`src/rtl/hc595_arb_pkg.sv`:
```
// Shared types and sizing helpers for the HC595 chain arbiter.
// Holds the FSM state enum, counter-width helpers and the frame-period formula.
package hc595_arb_pkg;

  typedef enum logic [1:0] {
    IDLE  = 2'd0,
    SHIFT = 2'd1,
    LATCH = 2'd2
  } state_t;

  function automatic int div_cnt_w(input int clk_div);
    return $clog2(clk_div + 1);
  endfunction

  function automatic int bit_cnt_w(input int frame_w);
    return (frame_w > 1) ? $clog2(frame_w) : 1;
  endfunction

  // Cycles from the req-sampling IDLE cycle to the next IDLE cycle.
  function automatic int frame_period(input int frame_w, input int clk_div);
    return 1 + 2 * clk_div * frame_w + clk_div;
  endfunction

  localparam int DEF_FRAME_PERIOD = frame_period(16, 4);

endpackage

```
`src/rtl/hc595_chain_arbiter_if.sv`:
```
// Producer-side bus of the HC595 chain arbiter: requests, frames and grant status.
interface hc595_chain_arbiter_if #(
  parameter int NREQ    = 2,
  parameter int FRAME_W = 16
);
  // Handshake: a producer raises req[i] with its frame stable and holds both until
  // ack[i] pulses for one cycle; the frame is sampled in the cycle before that ack,
  // after which req and frame may change freely. Dropping req before ack withdraws it.
  logic [NREQ-1:0]          req;
  logic [NREQ*FRAME_W-1:0]  frame;
  logic [NREQ-1:0]          ack;
  logic [$clog2(NREQ)-1:0]  grant_id;
  logic                     busy;
  logic                     done;

  modport master (output req, frame, input ack, grant_id, busy, done);
  modport slave  (input req, frame, output ack, grant_id, busy, done);
endinterface

```
`src/rtl/hc595_arb_pick.sv`:
```
// Winner selection over req: round-robin with a last-winner pointer by default,
// or a lowest-index priority encoder when HC595_ARB_FIXED_PRIO_EN is defined.
module hc595_arb_pick #(
  parameter int NREQ = 2
) (
  input  logic                    clk,
  input  logic                    rstn,
  input  logic [NREQ-1:0]         req,
  input  logic                    grant_en,
  output logic                    any_req,
  output logic [$clog2(NREQ)-1:0] winner
);
  localparam int IW = $clog2(NREQ);

  assign any_req = |req;

`ifdef HC595_ARB_FIXED_PRIO_EN
  always_comb begin
    winner = '0;
    for (int i = NREQ - 1; i >= 0; i--) begin
      if (req[IW'(i)]) winner = IW'(i);
    end
  end
`else
  logic [IW-1:0] ptr;
  logic [IW-1:0] idx;
  logic          found;

  // Pointer starts at NREQ-1 so requester 0 is first in line after reset.
  always_ff @(posedge clk or negedge rstn) begin
    if (!rstn)         ptr <= IW'(NREQ - 1);
    else if (grant_en) ptr <= winner;
  end

  always_comb begin
    winner = ptr;
    found  = 1'b0;
    idx    = '0;
    for (int k = 1; k <= NREQ; k++) begin
      idx = IW'((int'(ptr) + k) % NREQ);
      if (!found && req[idx]) begin
        winner = idx;
        found  = 1'b1;
      end
    end
  end
`endif

endmodule

```
`src/rtl/hc595_chain_arbiter.sv`:
```
// Shares one 74HC595 chain among NREQ frame producers: grants one frame, shifts it
// MSB-first on sck/ser, then pulses rck. Fixed priority with HC595_ARB_FIXED_PRIO_EN.
module hc595_chain_arbiter
  import hc595_arb_pkg::*;
#(
  parameter int NREQ    = 2,
  parameter int FRAME_W = 16,
  parameter int CLK_DIV = 4
) (
  input  logic                  clk,
  input  logic                  rstn,
  hc595_chain_arbiter_if.slave  bus,
  output logic                  sck,
  output logic                  rck,
  output logic                  ser,
  output state_t                dbg_state
);
  localparam int IW = $clog2(NREQ);
  localparam int DW = div_cnt_w(CLK_DIV);
  localparam int BW = bit_cnt_w(FRAME_W);
  localparam logic [DW-1:0] DIV_LAST = DW'(CLK_DIV - 1);
  localparam logic [BW-1:0] BIT_LAST = BW'(FRAME_W - 1);

  state_t               state, state_d;
  logic [DW-1:0]        div_cnt, div_cnt_d;
  logic [BW-1:0]        bit_cnt, bit_cnt_d;
  logic                 phase_hi, phase_hi_d;
  logic [FRAME_W-1:0]   shreg, shreg_d;
  logic                 sck_d, rck_d, ser_d, busy_d, done_d, busy_q, done_q;
  logic [NREQ-1:0]      ack_d, ack_q;
  logic [IW-1:0]        grant_d, grant_q;
  logic                 any_req, grant_en;
  logic [IW-1:0]        winner;
  logic [FRAME_W-1:0]   frames [NREQ];

  for (genvar g = 0; g < NREQ; g++) begin : g_unpack
    assign frames[g] = bus.frame[g*FRAME_W +: FRAME_W];
  end

  assign grant_en = (state == IDLE) && any_req;

  hc595_arb_pick #(.NREQ(NREQ)) u_pick (
    .clk      (clk),
    .rstn     (rstn),
    .req      (bus.req),
    .grant_en (grant_en),
    .any_req  (any_req),
    .winner   (winner)
  );

  always_ff @(posedge clk or negedge rstn) begin
    if (!rstn) begin
      state    <= IDLE;
      div_cnt  <= '0;
      bit_cnt  <= '0;
      phase_hi <= 1'b0;
      shreg    <= '0;
      sck      <= 1'b0;
      rck      <= 1'b0;
      ser      <= 1'b0;
      ack_q    <= '0;
      grant_q  <= '0;
      busy_q   <= 1'b0;
      done_q   <= 1'b0;
    end else begin
      state    <= state_d;
      div_cnt  <= div_cnt_d;
      bit_cnt  <= bit_cnt_d;
      phase_hi <= phase_hi_d;
      shreg    <= shreg_d;
      sck      <= sck_d;
      rck      <= rck_d;
      ser      <= ser_d;
      ack_q    <= ack_d;
      grant_q  <= grant_d;
      busy_q   <= busy_d;
      done_q   <= done_d;
    end
  end

  // Each bit spends CLK_DIV cycles with sck low, then CLK_DIV with sck high;
  // the shift register only advances after the high phase so ser never moves under a rising sck.
  always_comb begin
    state_d    = state;
    div_cnt_d  = div_cnt;
    bit_cnt_d  = bit_cnt;
    phase_hi_d = phase_hi;
    shreg_d    = shreg;
    unique case (state)
      IDLE: begin
        if (any_req) begin
          state_d    = SHIFT;
          div_cnt_d  = '0;
          phase_hi_d = 1'b0;
          bit_cnt_d  = BIT_LAST;
          shreg_d    = frames[winner];
        end
      end
      SHIFT: begin
        if (div_cnt == DIV_LAST) begin
          div_cnt_d  = '0;
          phase_hi_d = ~phase_hi;
          if (phase_hi) begin
            if (bit_cnt == '0) begin
              state_d = LATCH;
            end else begin
              bit_cnt_d = bit_cnt - BW'(1);
              shreg_d   = {shreg[FRAME_W-2:0], 1'b0};
            end
          end
        end else begin
          div_cnt_d = div_cnt + DW'(1);
        end
      end
      LATCH: begin
        if (div_cnt == DIV_LAST) begin
          div_cnt_d = '0;
          state_d   = IDLE;
        end else begin
          div_cnt_d = div_cnt + DW'(1);
        end
      end
      default: state_d = IDLE;
    endcase
  end

  // Pin values are decoded from the next state and registered, so the chain sees clean edges.
  always_comb begin
    sck_d   = (state_d == SHIFT) && phase_hi_d;
    ser_d   = (state_d == SHIFT) ? shreg_d[FRAME_W-1] : 1'b0;
    rck_d   = (state_d == LATCH);
    busy_d  = (state_d != IDLE);
    done_d  = (state_d == LATCH) && (div_cnt_d == DIV_LAST);
    ack_d   = '0;
    grant_d = grant_q;
    if (grant_en) begin
      ack_d[winner] = 1'b1;
      grant_d       = winner;
    end
  end

  assign bus.ack      = ack_q;
  assign bus.grant_id = grant_q;
  assign bus.busy     = busy_q;
  assign bus.done     = done_q;
  assign dbg_state    = state;

endmodule

```
`src/flat_wrapper.sv`:
```
// flat-port wrapper written by rule: the top's interface ports become plain ports
module hc595_chain_arbiter_flat import hc595_arb_pkg::*;
#(
  parameter int NREQ    = 2,
  parameter int FRAME_W = 16,
  parameter int CLK_DIV = 4
)
  (clk, rstn, sck, rck, ser, dbg_state, bus_req, bus_frame, bus_ack, bus_grant_id, bus_busy, bus_done);
  hc595_chain_arbiter_if #(.NREQ(NREQ), .FRAME_W(FRAME_W)) bus_i ();
  input  logic clk;
  input  logic rstn;
  output logic sck;
  output logic rck;
  output logic ser;
  output state_t dbg_state;
  input wire logic [$bits(bus_i.req)-1:0] bus_req;
  input wire logic [$bits(bus_i.frame)-1:0] bus_frame;
  output wire logic [$bits(bus_i.ack)-1:0] bus_ack;
  output wire logic [$bits(bus_i.grant_id)-1:0] bus_grant_id;
  output wire logic [$bits(bus_i.busy)-1:0] bus_busy;
  output wire logic [$bits(bus_i.done)-1:0] bus_done;
  assign bus_i.req = bus_req;
  assign bus_i.frame = bus_frame;
  assign bus_ack = bus_i.ack;
  assign bus_grant_id = bus_i.grant_id;
  assign bus_busy = bus_i.busy;
  assign bus_done = bus_i.done;
  hc595_chain_arbiter #(.NREQ(NREQ), .FRAME_W(FRAME_W), .CLK_DIV(CLK_DIV)) u_core (.clk(clk), .rstn(rstn), .bus(bus_i), .sck(sck), .rck(rck), .ser(ser), .dbg_state(dbg_state));
endmodule
```
`config.mk`:
```
export PLATFORM = sky130hd
export DESIGN_NAME = hc595_chain_arbiter_flat
export DESIGN_NICKNAME = d
export VERILOG_FILES = /design/src/rtl/hc595_arb_pkg.sv /design/src/rtl/hc595_chain_arbiter_if.sv /design/src/rtl/hc595_arb_pick.sv /design/src/rtl/hc595_chain_arbiter.sv /design/src/flat_wrapper.sv
export SDC_FILE = /design/constraint.sdc
export NUM_CORES = 1
export LEC_CHECK = 0
export ABC_AREA = 1
export CORE_ASPECT_RATIO = 0.7
export CORE_UTILIZATION = 53
export CTS_CLUSTER_SIZE = 10
export DETAILED_ROUTE_END_ITERATION = 8
export PLACE_DENSITY_LB_ADDON = 0.3
export SLEW_MARGIN = 20
export SYNTH_ARGS = -nofsm -noshare
export SYNTH_HDL_FRONTEND = slang
export SYNTH_SLANG_ARGS = --single-unit
export TNS_END_PERCENT = 5
```
`constraint.sdc`:
```
create_clock -name clk -period 2.43 [get_ports clk]
set_input_delay 0.486 -clock clk [delete_from_list [all_inputs] [get_ports clk]]
set_output_delay 0.486 -clock clk [all_outputs]
set_load 0.05 [all_outputs]
```
## Yosys cells after proc, flatten, opt, wreduce, memory -nomap -nowiden

Cells that the tools add are included.

- Add/sub/neg operators: 4
- Magnitude comparators: 5
- Equal/unequal tests: 10
- Multiplexer cells: 36
- Bitwise gates (word level): 2
- Reductions and logical operators: 13

Operator list:

| operator | count |
|---|---|
| two-way mux 16 bit | 7 |
| case mux 16 bit (2 select lines) | 1 |
| two-way mux 4 bit | 4 |
| two-way mux 2 bit | 6 |
| two-way mux 1 bit | 11 |
| case mux 4 bit (2 select lines) | 1 |
| equality test 3 x 2 -> 1 bit (second input constant) | 2 |
| < comparator 1 x 2 -> 1 bit (second input constant) | 3 |
| two-way mux 3 bit | 2 |
| != test 2 x 1 -> 1 bit (second input constant) | 3 |
| case mux 2 bit (3 select lines) | 1 |
| case mux 3 bit (2 select lines) | 1 |
| logical AND 1 bit | 5 |
| AND reduction 5 bit | 1 |
| equality test 2 x 1 -> 1 bit (second input constant) | 2 |
| equality test 2 bit (second input constant) | 2 |
| logical NOT 4 bit | 1 |
| nonzero test 2 bit | 2 |
| OR reduction 2 bit | 2 |
| subtractor 4 x 1 -> 4 bit (second input constant) | 1 |
| adder 3 x 1 -> 3 bit (second input constant) | 1 |
| adder 1 bit (second input constant) | 2 |
| greater-or-equal comparator 2 bit (second input constant) | 1 |
| logical NOT 2 bit | 1 |
| 7 further kinds | 7 |

- Register bits: 35
- Output and inout port bits: 10
- Word-level logic and storage cells: 84

## Depth between registers and ports, before layout

Gate-level depths: netlist (run 1).

- Depth in word-level cells: 14
- Mapped depth: 11

## Modules after synthesis

A second synthesis (run 1) with hierarchy kept.

- Cell total of the unflattened synthesis: 277
- Area total of the unflattened synthesis: 1,963.1 sq um

Modules (own cells, without submodules):

| module | times used | cells an instance | area an instance (sq um) |
|---|---|---|---|
| hc595_chain_arbiter | 1 | 267 | 1,893.1 |
| hc595_arb_pick | 1 | 10 | 70.1 |

## Least setup slack after synthesis (run 1)

No wires, ideal clock.

- Path type: register to register
- From: register u_core.state[1] (netlist: u_core.dbg_state[1])
- To: register u_core.shreg[0]
- Data arrival time: 1.764 ns
- Data required time: 2.314 ns
- Setup slack: 0.550 ns
- Stages on the path, launching flop included: 11
- Path buffers: 2
- Cell sequence: dfrtp_1 -> inv_1 -> ha_1 -> buf_2 -> nor2_1 -> nor2_4 -> nand2_4 -> inv_6 -> buf_8 -> nand2_1 -> nand2_1

- Word-level cells in the longest chain between the ends: 3

RTL lines:

| what | RTL line | source |
|---|---|---|
| start: declaration | hc595_chain_arbiter.sv:24 | `state_t state, state_d;` |
| start signal: assignment | hc595_chain_arbiter.sv:66 | `state <= state_d;` |
| equality test 2 x 1 -> 1 bit / logical NOT 2 bit (equally long branches) | hc595_chain_arbiter.sv:89 | `unique case (state)` |
| != test 2 x 1 -> 1 bit (no line), or another cell as far along | n/a |  |
| AND reduction 5 bit (no line) | n/a |  |
| end signal: assignment | hc595_chain_arbiter.sv:70 | `shreg <= shreg_d;` |
| end: declaration | hc595_chain_arbiter.sv:28 | `logic [FRAME_W-1:0] shreg, shreg_d;` |

Several ways; a longest one is shown, not always the timed one.
A chain may end at the register's enable or synchronous reset.

## Worst setup path after layout (run 1)

- From: register u_core.state[0] (netlist: u_core.dbg_state[0])
- To: output dbg_state[0]

RTL lines:

| what | RTL line | source |
|---|---|---|
| end: declaration | flat_wrapper.sv:15 | `output state_t dbg_state;` |

No word-level cell between the ends.

==> results.ini, run 1 <==
[status]
outcome=finished clean

[sta]
rsz0062_at_grt=no
fin_skew_ps=4.18
layout_min_cycle_time_ps=2040
clock.fmax_mhz=491
setup_viol=0
setup_tns_ps=0
max_slew_margin_pct=66.4
post-route-period-util_pct=83.8
worstMarginPinSlew_ps=502
maxSlewViolCount=0
hold_viol_final=0

[clock_network]
post_cts_buffers=0
post_cts_resized=0
numCtsBuffers=5
htree_num_levels=2
cts_hold_buf=0
cts_tree=done
clk_path_buf_depth=2
cts.sinks=35
clk_pin_slew_ps=70
root_buffer=clkbuf_8
clk_latency_ps=290

[yosys]
synth_top_area_share_pct=44.3
synth_area_leader_cell=dfrtp_1
syn_area_mm2=0.00192
synth-seq-cells=35
synth_cell_type_count=26
yosys-top-cells-area=dfrtp_1 44%, nand2_1 23%, nand3_1 6.0%
post_synth.cell_area_avg_um2=7.59
syn-num-nets=295
syn_inst=253
ys_seq_area_share_pct=45.7
yosysWarningCount=0

[placement]
place_inst=340
io_buffer_count=45
routabilityCongestion=0.856
hpwlAfterDp_um=2960

[route]
drt_iter0_drc=154
wl_um=4250
drc=0
ant_nets=0
num_vias=1688
drt-pass1-iter-count=4
via_per_inst=4.85
wl_per_cell_um=12.2

[critical_path]
path_cells=clkdlybuf4s50_1
cp_top_family=buffers and inverters
end_kind=output pin
cp_slowest_cell=clkdlybuf4s50_1
timing.rr.start=u_core.dbg_state[1]
path_class=reg2out
crit_fanout=5
r2r_setup_slack_ps=630
slowest_delay_ps=830
critPathArrivalTime_ps=1550
crit_buf_inv=1
crit_path_start_kind=register
reg2reg_depth=9
crit_required_ps=1940
r2r_end=u_core.bit_cnt[3]

[floorplanning]
num_rows=17
core_mm2=0.00330
initial_utilization_pct=58.2
die_w_um=73.9
dieHeight_um=52.4
ios=46
dieArea_mm2=0.00387

[grt]
grt_pass1_wl_um=6910
track_usage_pct=24.7
antenna_found_initial=0
grt_pass1_vias=1543
grt_start_max_net_pins=36
globalRouteOverflowTotal=0

[power]
power_mw=2.64
ir_worst_vdd_mv=0.777
p_leak_nw=1.28
p_per_area_mw_per_mm2=1070

[hold_path]
min_path_cells=2
min_to=u_core.shreg[1]
holdCritStartpoint=u_core.shreg[1]
min_path_type=reg2reg

[final_layout]
n_antenna_cell=0
syn_to_final_growth_pct=28.9
fin_util_pct=75.1
final_cells=348
fillers=251
layout.nets=342
drive_gt1_share_pct=8.64

[run]
maxCapViolCount=0

## how the worst max path moves through the flow
stage          cells past startpoint                 from           endpoint  slack (ps)
2_1_floorplan                     10  u_core.dbg_state[1]    u_core.shreg[0]         550
3_3_place_gp                       9           bus_req[1]         u_core.ser         460
3_5_place_dp                       9           bus_req[1]  u_core.bit_cnt[3]         390
4_1_cts                            1  u_core.dbg_state[0]       dbg_state[0]         390
5_1_grt                            1  u_core.dbg_state[0]       dbg_state[0]         350
6_report                           1  u_core.dbg_state[0]       dbg_state[0]         390
## cells in the mapped netlist
| cell type | instances |
|---|---|
| nand4_1 | 2 |
| nand2_1 | 117 |
| nand3_1 | 23 |
| nor2_4 | 4 |
| a21oi_2 | 1 |
| buf_4 | 1 |
| inv_1 | 24 |
| xor2_1 | 1 |
| o21ai_2 | 1 |
| dfstp_2 | 1 |
| nand3b_1 | 1 |
| inv_6 | 1 |
| buf_8 | 1 |
| buf_6 | 3 |
| o21ai_1 | 1 |
| a21oi_1 | 3 |
| o211ai_1 | 1 |
| nand2_2 | 4 |
| buf_2 | 1 |
| nor2_1 | 9 |
| a22oi_1 | 1 |
| inv_2 | 4 |
| dfrtp_1 | 34 |
| nand2_4 | 2 |
| o21ai_0 | 6 |
| ha_1 | 6 |
## final cells by class
type,instances,area (um2),area share (%)
clock buffers,8,100,4.04
inverters,29,114,4.60
multi-input cells,183,867,35.0
flip-flops and latches,35,877,35.4
well taps,47,58.8,2.38
repair buffers,46,458,18.5
## through the flow
| stage | cell area (um2) | hold slack (ps) | setup slack (ps) |
|---|---|---|---|
| finish | 2470 | 485 | 395 |
| global route | 2470 | 500 | 353 |
| CTS | 2470 | 484 | 393 |
| detailed placement | 2370 | 466 | 392 |
| global placement | 2370 | 464 | 462 |
| floorplan | 1920 | 190 | 550 |
## worst min-delay path, cell delays in order (launching register included)
cell and delay, ps:
dfrtp_1 340, nand2_1 60, nand2_1 50
## flip-flops by register name, summed over array words and instances (netlist names)
signal,flops
u_core.bit_cnt,4
u_core.bus.ack,2
u_core.bus.busy,1
u_core.bus.done,1
u_core.bus.grant_id,1
u_core.dbg_state,2
u_core.div_cnt,3
u_core.phase_hi,1
u_core.rck,1
u_core.sck,1
u_core.ser,1
u_core.shreg,16
u_core.u_pick.ptr,1
## placed cells by master (no fill, tap or decap), drive strengths merged
master / count
nand3b: 1
nand3: 23
o21ai: 8
nand4: 2
ha: 6
inv: 29
a21oi: 4
o211ai: 1
a22oi: 1
xor2: 1
nor2: 13
dfstp: 1
clkdlybuf4s50: 45
dfrtp: 34
buf: 1
nand2: 123
clkbuf: 8
## layer usage
layer  up-vias  track usage [%]  share of wire [%]
li1        873                -                  -
met1       747             35.5                 48
met2        60             35.5                 43
met3         8             7.69                7.6
met4         0             7.37                1.1
met5         -                0                  0
## cell families after synthesis
| logic type | synth area share [%] |
|---|---|
| AO/OA/AOI/OAI | 4.30 |
| XOR/XNOR | 0.456 |
| adder cells (fa/ha/maj) | 3.91 |
| flip-flops | 45.7 |
| buffers and inverters | 9.13 |
| AND/OR/NAND/NOR | 36.5 |
## power breakdown
group          switching [mW]  internal, mW
registers               0.118         0.812
logic                   0.831         0.420
clock network           0.203         0.258
total                    1.15          1.49
No activity file was read; power rests on OpenSTA's default activity.
==> run 2: changes to the inputs <==
- CORE_UTILIZATION: 53 -> 45
- clock period: 2.43 -> 1.7 ns (I/O delays scaled with it)
==> results.ini, run 2 (synthesis gave the netlist of run 1 again) <==
[status]
outcome=finished clean

[floorplanning]
dieHeight_um=56.6  ; +8.2%
core_mm2=0.00399  ; +21%
num_rows=19  ; +2
initial_utilization_pct=48.1  ; -10 points
dieArea_mm2=0.00453  ; +17%
ios=46  ; unchanged
die_w_um=80.1  ; +8.3%

[critical_path]
cp_top_family=simple AND/OR/NAND/NOR gates
crit_path_start_kind=register
crit_required_ps=1880  ; -60 ps
crit_buf_inv=2  ; +1
crit_fanout=8  ; +3
path_cells=inv_1, ha_2, nor2_2, nor2_4, nand2_4, buf_4, nand2_1, nand2_1
path_class=reg2reg
cpMostUsedCell=nand2_1
end_kind=register
slowest_delay_ps=400  ; -430 ps
cp_slowest_cell=dfrtp_2
critPathArrivalTime_ps=1720  ; +170 ps
r2r_setup_slack_ps=160  ; -470 ps

[route]
ant_nets=0  ; unchanged
dr.max_layer_used=met4
drt-met1-wl_um=2170  ; +5.7%
dr_wl_met2_um=1740  ; -4.8%
dr_wl_met3_um=211  ; -35%
num_vias=1715  ; +1.6%
drc=0  ; unchanged
drt-pass1-iter-count=4  ; unchanged
wl_um=4170  ; -1.9%
drt_iter0_drc=94  ; -39%
wl_per_cell_um=11.5  ; -5.7%
via_per_inst=4.74  ; -2.3%

[sta]
fin_skew_ps=7.55  ; +3.37 ps
rsz0062_at_grt=yes
clock.fmax_mhz=649
worstMarginPinSlew_ps=256  ; -246 ps
post-route-period-util_pct=90.6
maxSlewViolCount=0  ; unchanged
setup_viol=0  ; unchanged
layout_setup_ws_ps=160  ; -235 ps
hold_viol_final=0  ; unchanged
layout_min_cycle_time_ps=1540
max_slew_margin_pct=82.9  ; +17 points

[run]
maxCapViolCount=0  ; unchanged

[power]
total_switching_power_mw=1.70  ; +48%
pwr-share-clk_pct=18.9  ; +1.4 points
internal_power_mw=2.40  ; +61%
p_leak_nw=1.36  ; +6.0%
pwr-share-comb_pct=48.9  ; +1.5 points
swShare_pct=41.5  ; -2.1 points
ir_worst_vdd_mv=0.954  ; +23%
seqPwrFrac_pct=32.1  ; -3.1 points
p_per_area_mw_per_mm2=1580  ; +48%
power_mw=4.10  ; +55%

[final_layout]
largestRegisters=u_core.shreg (16), u_core.bit_cnt (4), u_core.div_cnt (3)
final_cells=362  ; +4.0%
layout.nets=351  ; +2.6%
stdcell_area_mm2=0.00260  ; +5.1%
largest_reg_flops=16  ; unchanged
most-common-layout-cells=117 x nand2_1, 35 x clkdlybuf4s50_1, 32 x dfrtp_1
n_antenna_cell=0  ; unchanged
top_register=u_core.shreg
syn_to_final_growth_pct=35.5
final_common_cell=nand2_1
drive_gt1_share_pct=16.5  ; +7.8 points

[grt]
antenna_found_initial=0  ; unchanged
track_usage_pct=21.6  ; -3.1 points
grt_start_max_net_pins=36  ; unchanged
grt_pass1_wl_um=7360  ; +6.5%
globalRouteOverflowTotal=0  ; unchanged
grt_pass1_vias=1608  ; +4.2%

[clock_network]
clk_path_buf_depth=2  ; unchanged
clk_latency_ps=290  ; about the same
htree_num_levels=2  ; unchanged
post_cts_buffers=0  ; unchanged
cts_tree=done
numCtsBuffers=5  ; unchanged
root_buffer=clkbuf_8
cts_hold_buf=0  ; unchanged
cts.sinks=35  ; unchanged
clk_pin_slew_ps=70  ; about the same

[placement]
place_inst=354  ; +4.1%
dpl_worst_slack_ps=-54.0  ; -446 ps
hpwlAfterDp_um=3010  ; +1.8%
dpl_cell_area_mm2=0.00247  ; +3.8%
io_buffer_count=45  ; unchanged
routabilityCongestion=0.849  ; -0.85%

[hold_path]
min_path_type=in2async

-- run 2: changes by cell type in the layout (fill, tap and decap cells not counted), moves of 2 or more --
cell | previous run | this run
dfrtp_2 | 0 | 2
dfrtp_1 | 34 | 32
ha_1 | 6 | 4
buf_12 | 0 | 3
clkdlybuf4s50_1 | 45 | 35
buf_4 | 1 | 17
-- run 2: stage by stage --
step | utilization [%] | TNS [ps] | hold slack, ps
2_1_floorplan | - | 0 | 44.4
3_3_place_gp | 61.7 | -28.9 | 465
3_5_place_dp | 61.7 | -244 | 467
4_1_cts | 64.7 | 0 | 422
5_1_grt | 65.1 | -4.68 | 440
6_report | 65.1 | 0 | 420
-- run 2: repair_timing --
| action | in CTS | in global routing |
|---|---|---|
| endpoints found under the setup margin | 0 | 21 |
| resized for setup | 0 | 5 |
| hold endpoints to repair | 0 | 0 |
-- run 2: layer usage --
layer  vias up  global-route usage [%]
met5         -                       0
met3         5                    5.37
met1       775                    32.3
li1        894                       -
met2        41                    30.4
met4         0                    6.89
-- run 2: power groups by stage --
stage / sequential (mW) / clock (mW) / combinational, mW
after floorplan: 1.56 / 0 / 1.16
after global placement: 1.33 / 0 / 1.93
after detailed placement: 1.32 / 0 / 1.97
after CTS: 1.32 / 0.796 / 1.98
after global routing: 1.35 / 0.836 / 2.23
final: 1.32 / 0.776 / 2.01
-- run 2: cell type report --
class                           instances  area (um2)
Fill cell                             342        1390
Inverter                               29         116
Timing Repair Buffer                   55         538
Sequential cell                        35         880
Clock inverter                          2        35.0
Tap cell                               52        65.1
Clock buffer                            6        82.6
Multi-Input combinational cell        183         885
-- run 2: final timing paths --
kind	cells past startpoint	startpoint	to
worst min register to register	2	u_core.bus.grant_id	u_core.bus.grant_id
worst min-delay path	2	rstn	u_core.shreg[10]
min in group clk	2	u_core.bus.grant_id	u_core.bus.grant_id
worst max-delay path	8	u_core.dbg_state[1]	u_core.shreg[13]
max in group asynchronous	2	rstn	u_core.u_pick.ptr
worst max register to register	8	u_core.dbg_state[1]	u_core.shreg[13]
